**src/rtl/console_pkg.sv**
```systemverilog
// Shared definitions for the console USB scheduler: one-hot state codes and
// default timing/index parameters.
package console_pkg;

  localparam int unsigned ST_W = 7;

  localparam logic [ST_W-1:0] ST_IDLE        = 7'b000_0001;
  localparam logic [ST_W-1:0] ST_CONF_REQ    = 7'b000_0010;
  localparam logic [ST_W-1:0] ST_CONF_ACK    = 7'b000_0100;
  localparam logic [ST_W-1:0] ST_PERIOD_WAIT = 7'b000_1000;
  localparam logic [ST_W-1:0] ST_CONV_REQ    = 7'b001_0000;
  localparam logic [ST_W-1:0] ST_CONV_ACK    = 7'b010_0000;
  localparam logic [ST_W-1:0] ST_ERROR       = 7'b100_0000;

  typedef enum logic [ST_W-1:0] {
    S_IDLE        = ST_IDLE,
    S_CONF_REQ    = ST_CONF_REQ,
    S_CONF_ACK    = ST_CONF_ACK,
    S_PERIOD_WAIT = ST_PERIOD_WAIT,
    S_CONV_REQ    = ST_CONV_REQ,
    S_CONV_ACK    = ST_CONV_ACK,
    S_ERROR       = ST_ERROR
  } state_e;

  localparam logic [31:0] DEF_CONV_PERIOD = 32'd50_000;
  localparam logic [31:0] DEF_TIMEOUT     = 32'd1_000_000;
  localparam logic [3:0]  DEF_IDX_NUM     = 4'h6;

endpackage

```
**src/rtl/console_sched_timer.sv**
```systemverilog
// Free-running 32-bit cycle timer with synchronous clear and two terminal
// compares: end of the inter-conversion period and handshake timeout.
module console_sched_timer
  import console_pkg::*;
#(
  parameter logic [31:0] CONV_PERIOD = DEF_CONV_PERIOD,
  parameter logic [31:0] TIMEOUT     = DEF_TIMEOUT
) (
  input  logic clk,
  input  logic rst,
  input  logic clr,
  output logic period_hit,
  output logic timeout_hit
);

  logic [31:0] cnt_q, cnt_d;

  // Clear wins; otherwise count up (wraps harmlessly while parked in IDLE/ERROR)
  always_comb begin
    cnt_d = clr ? 32'd0 : cnt_q + 32'd1;
  end

  // Timer register
  always_ff @(posedge clk or posedge rst) begin
    if (rst) cnt_q <= 32'd0;
    else     cnt_q <= cnt_d;
  end

  assign period_hit  = (cnt_q == CONV_PERIOD - 32'd1);
  assign timeout_hit = (cnt_q == TIMEOUT - 32'd1);

endmodule

```
**src/rtl/console_usb_sched.sv**
```systemverilog
// Sequencer for the console USB core: one configuration handshake after
// enable, then periodic conversion handshakes with a rotating data index,
// a wrapping completion count and a handshake timeout trap.
module console_usb_sched
  import console_pkg::*;
#(
  parameter logic [31:0] CONV_PERIOD = DEF_CONV_PERIOD,
  parameter logic [31:0] TIMEOUT     = DEF_TIMEOUT,
  parameter logic [3:0]  IDX_NUM     = DEF_IDX_NUM
) (
  input  logic        clk,
  input  logic        rst,
  input  logic        enable,
  input  logic        conf_req,
  output logic        fs_conf,
  input  logic        fd_conf,
  output logic        fs_conv,
  input  logic        fd_conv,
  output logic [3:0]  data_idx,
  output logic [15:0] conv_cnt,
  output logic        busy,
  output logic        err_timeout
);

  state_e      state_q, state_d;
  logic        pend_q, pend_d;
  logic [3:0]  idx_q, idx_d;
  logic [15:0] cnt_q, cnt_d;
  logic        period_hit, timeout_hit, tmr_clr, pending;

  // A conf_req arriving in the very cycle the period expires must still win,
  // so the live pulse is folded in alongside the stored flag.
  assign pending = pend_q | conf_req;
  assign tmr_clr = (state_d != state_q);

  console_sched_timer #(
    .CONV_PERIOD (CONV_PERIOD),
    .TIMEOUT     (TIMEOUT)
  ) u_timer (
    .clk         (clk),
    .rst         (rst),
    .clr         (tmr_clr),
    .period_hit  (period_hit),
    .timeout_hit (timeout_hit)
  );

  // Next-state logic; done edges take priority over a coincident timeout
  always_comb begin
    state_d = state_q;
    unique case (state_q)
      S_IDLE:        if (enable) state_d = S_CONF_REQ;
      S_CONF_REQ:    if (fd_conf) state_d = S_CONF_ACK;
                     else if (timeout_hit) state_d = S_ERROR;
      S_CONF_ACK:    if (!fd_conf) state_d = S_PERIOD_WAIT;
                     else if (timeout_hit) state_d = S_ERROR;
      S_PERIOD_WAIT: if (!enable) state_d = S_IDLE;
                     else if (pending) state_d = S_CONF_REQ;
                     else if (period_hit) state_d = S_CONV_REQ;
      S_CONV_REQ:    if (fd_conv) state_d = S_CONV_ACK;
                     else if (timeout_hit) state_d = S_ERROR;
      S_CONV_ACK:    if (!fd_conv) state_d = S_PERIOD_WAIT;
                     else if (timeout_hit) state_d = S_ERROR;
      S_ERROR:       if (!enable) state_d = S_IDLE;
      default:       state_d = S_IDLE;
    endcase
  end

  // Pending flag, data index and conversion count updates
  always_comb begin
    pend_d = pending;
    idx_d  = idx_q;
    cnt_d  = cnt_q;
    // entering CONF_REQ consumes the request, including one arriving this cycle
    if (state_d == S_CONF_REQ && state_q != S_CONF_REQ) pend_d = 1'b0;
    if (state_q == S_IDLE && state_d != S_IDLE) idx_d = 4'd0;
    if (state_q == S_CONV_ACK && state_d == S_PERIOD_WAIT) begin
      idx_d = (idx_q == IDX_NUM - 4'd1) ? 4'd0 : idx_q + 4'd1;
      cnt_d = cnt_q + 16'd1;
    end
  end

  // State and datapath registers
  always_ff @(posedge clk or posedge rst) begin
    if (rst) begin
      state_q <= S_IDLE;
      pend_q  <= 1'b0;
      idx_q   <= 4'd0;
      cnt_q   <= 16'd0;
    end else begin
      state_q <= state_d;
      pend_q  <= pend_d;
      idx_q   <= idx_d;
      cnt_q   <= cnt_d;
    end
  end

  // Outputs decode straight from the registered state
  assign fs_conf     = (state_q == S_CONF_REQ);
  assign fs_conv     = (state_q == S_CONV_REQ);
  assign busy        = (state_q != S_IDLE) && (state_q != S_ERROR);
  assign err_timeout = (state_q == S_ERROR);
  assign data_idx    = idx_q;
  assign conv_cnt    = cnt_q;

endmodule

```
**config.mk**
```make
export PLATFORM = sky130hd
export DESIGN_NAME = console_usb_sched
export DESIGN_NICKNAME = d
export VERILOG_FILES = /design/src/rtl/console_pkg.sv /design/src/rtl/console_sched_timer.sv /design/src/rtl/console_usb_sched.sv
export SDC_FILE = /design/constraint.sdc
export NUM_CORES = 1
export LEC_CHECK = 0
export ABC_AREA = 1
export CORE_MARGIN = 1
export CORE_UTILIZATION = 50
export CTS_CLUSTER_DIAMETER = 40
export DETAILED_ROUTE_END_ITERATION = 6
export GPL_ROUTABILITY_DRIVEN = 0
export PLACE_DENSITY = 0.71
export SYNTH_ARGS = -nofsm -noshare
export SYNTH_HDL_FRONTEND = slang
export SYNTH_SLANG_ARGS = --single-unit
```
**constraint.sdc**
```tcl
create_clock -name clk -period 2.7 [get_ports clk]
set_clock_uncertainty 0.2 [all_clocks]
set_input_delay 0.27 -clock clk [delete_from_list [all_inputs] [get_ports clk]]
set_output_delay 0.27 -clock clk [all_outputs]
set_load 0.01 [all_outputs]
```
==> reports/qor.csv <==
metric;value;unit
status;completed;
drt wl/cell;13.1;um
FF-to-FF path depth;14;
Pleak;0.00192;uW
grt ovf;0;
internal power component;1450;uW
Placement Setup Slack;0.217;ns
net switching power figure;826;uW
Worst Path Buf+Inv;1;
core box area;7330;sq um
Final period util;87.7;%
Layout fillers;670;
Sw Ratio;36.2;%
number of flops mapped to enable cells by yosys;0;
worst-path fanout max;32;
Synthesized Nets;517;
synthesized flop and latch total;60;
synthesized area;3840;sq um
Post-Route Setup TNS;0;ns
Distinct cells, synth;28;
I/O pin total;30;
Synth area leader;dfrtp_1;
number of max-cap violations;0;
hold_buf cts;0;
residual DRC count;0;
die height;89.6;um
post-synthesis area per instance;7.57;sq um
Final HPWL DP;6390;um
share of post-route cells with drive strength above 1;12.2;%
count of final setup violators;0;
Yosys warnings;0;
critical path class;reg2reg;
most used cell along the critical path;nand2_1;
Mapped Cells;507;
top-count cell post-synth;nand2_1;
Final Critical Period;2.37;ns
CTS buffer count;9;
Worst Setup End Kind;flip-flop;
PD cells;514;nW/um^2
commonest cells in the synthesized netlist;nand2_1 (128), nor2_1 (75), inv_1 (60);
Final nets;555;
gr usage total;23.5;%
CTS tree;built;
standard-cell row count;31;
CP max stage delay;0.39;ns
worst relative slew slack;66.1;%
Via Count;3275;
Clk pwr share;32.0;%
Hold Path Class;in2async;
Syn-to-layout area delta;15.6;%
final non-filler cell total;649;
final setup margin;0.331;ns
Diodes inserted;0;
die width;89.6;um
first-pass GRT wire length;14200;um
initial antenna violation count;0;
Vias/cell;5.05;
crit-path cells;ha_1 > nand2_1 > nor2_4 > nand3_1 > nor2_1 > nand2_1 > nand2_1 > nand2_1 > nand2_1 > nand2_1 > a21oi_2 > nand3_4 > buf_6 > nor3_1;
DRT iter0 DRCs;251;
top_reg_cell synth;dfrtp_1;
Worst path slowest cell;dfrtp_1;
starting density of the core;52.3;%
H-tree depth;3;
WP data required;2.76;ns
Logic pwr share;25.3;%
crit path launch type;flip-flop;
Slew @ Worst Pin;0.508;ns
top-area cell type share of the netlist area;38.5;%
Max rail drop VDD;0.404;mV
Top delay family on crit path;simple AND/OR/NAND/NOR gates;
sequential area share after synthesis;39.2;%
Worst-Skew Late Latency;0.35;ns
number of global-route vias before repair;3105;
post-detailed-routing wire length;8500;um
WP data arrival;2.42;ns
Placed Cells;633;
post-route antenna net violation count;0;
largest cells by area after synthesis;dfrtp_1 (38%), nand2_1 (13%), nor3_2 (8.1%);
port bufs;29;
Synth async-reset ratio;100;%
Clock Path Buffers;2;
largest net degree at the start of global routing;38;
Max Fclk;0.422;GHz
clock root cell;clkbuf_8;
die area;8030;sq um
Clock Pin Slew Worst Setup and Hold Paths;0.08;ns
Sink Count;60;
RSZ-0062 raised after global routing;false;
Pre-Repair DR Iteration Count;4;
part of the power in registers;42.7;%
Fin. Hold Viols;0;
number of cells on the critical path;14;
number of max-slew violations in the final report;0;
-- layout make-up --
type / count / area, sq um / area share (%)
Inverter: 65 / 244 / 5.50
Timing Repair Buffer: 34 / 357 / 8.04
Tap cell: 99 / 124 / 2.79
Clock inverter: 6 / 48.8 / 1.10
Sequential cell: 60 / 1500 / 33.9
Clock buffer: 10 / 128 / 2.88
Multi-Input combinational cell: 375 / 2030 / 45.8
-- stage by stage --
stage | total power [uW] | utilization [%] | instance area [sq um] | hold WS [ns]
after CTS | 2290 | 60.4 | 4430 | 0.0905
after floorplan | 1480 | - | 3840 | 0.204
final | 2280 | 60.5 | 4430 | 0.0775
after global routing | 2420 | 60.5 | 4430 | 0.123
after global placement | 1550 | 58.0 | 4250 | 0.257
after detailed placement | 1560 | 58.0 | 4250 | 0.259
-- worst paths after layout --
kind                                                  from                           to  slack, ns
max in group asynchronous                              rst         state_q[0]$_DFF_PP1_       1.59
worst min-delay path                                   rst         state_q[1]$_DFF_PP0_       0.08
worst max register to register  u_timer.cnt_q[0]$_DFF_PP0_  u_timer.cnt_q[31]$_DFF_PP0_       0.33
worst min register to register    conv_cnt[15]$_DFFE_PP0P_     conv_cnt[15]$_DFFE_PP0P_       0.26
min in group clk                  conv_cnt[15]$_DFFE_PP0P_     conv_cnt[15]$_DFFE_PP0P_       0.26
worst max-delay path            u_timer.cnt_q[0]$_DFF_PP0_  u_timer.cnt_q[31]$_DFF_PP0_       0.33
-- flip-flops by register name, summed over array words and instances, names as in the netlist --
name and cells:
conv_cnt 16, pend_q 1, state_q 7, data_idx 4, u_timer.cnt_q 32
-- power by group through the flow --
stage / Clock [uW] / Sequential [uW] / Combinational, uW
after floorplan: 0 / 980 / 498
after global placement: 0 / 989 / 564
after detailed placement: 0 / 991 / 574
after CTS: 745 / 973 / 575
after global routing: 784 / 978 / 654
final: 730 / 974 / 577
-- what timing repair did --
action | 4_1_cts | 5_1_grt
buffers inserted | 0 | 0
endpoints found under the setup margin | 0 | 32
gates resized for setup | 0 | 1
-- worst reg2reg max path, stage by stage, from the launching register on --
cell and delay (ns):
dfrtp_1 0.39, ha_1 0.20, nand2_1 0.12, nor2_4 0.15, nand3_1 0.10, nor2_1 0.11, nand2_1 0.09, nand2_1 0.07
nand2_1 0.05, nand2_1 0.10, nand2_1 0.08, a21oi_2 0.17, nand3_4 0.08, buf_6 0.21, nor3_1 0.17
-- per-layer routing --
layer | vias up | GRT usage, % | part of all wire [%]
met5 | - | 0 | 0
met3 | 18 | 5.39 | 4.1
met1 | 1503 | 32.6 | 48
met4 | 0 | 10.2 | 2.2
li1 | 1677 | - | -
met2 | 77 | 35.1 | 45
-- layout by cell type (no fill, tap or decap), drive strengths merged, types with 4 or more instances in the layout --
| cell type | n |
|---|---|
| nor4 | 7 |
| inv | 67 |
| buf | 5 |
| nor2 | 78 |
| nand2 | 131 |
| dfrtp | 59 |
| clkdlybuf4s50 | 29 |
| nand4 | 7 |
| xnor2 | 11 |
| xor2 | 32 |
| nand3 | 36 |
| o21ai | 8 |
| nor3 | 55 |
| clkbuf | 10 |
| ha | 4 |
-- cells by family after synthesis --
family                   synth area share [%]
AO/OA/AOI/OAI                            1.86
adder cells (fa/ha/maj)                  1.30
AND/OR/NAND/NOR                          39.9
XOR/XNOR                                 9.81
flip-flops                               39.2
buffers and inverters                    7.92
(Power assumes the default switching activity.)
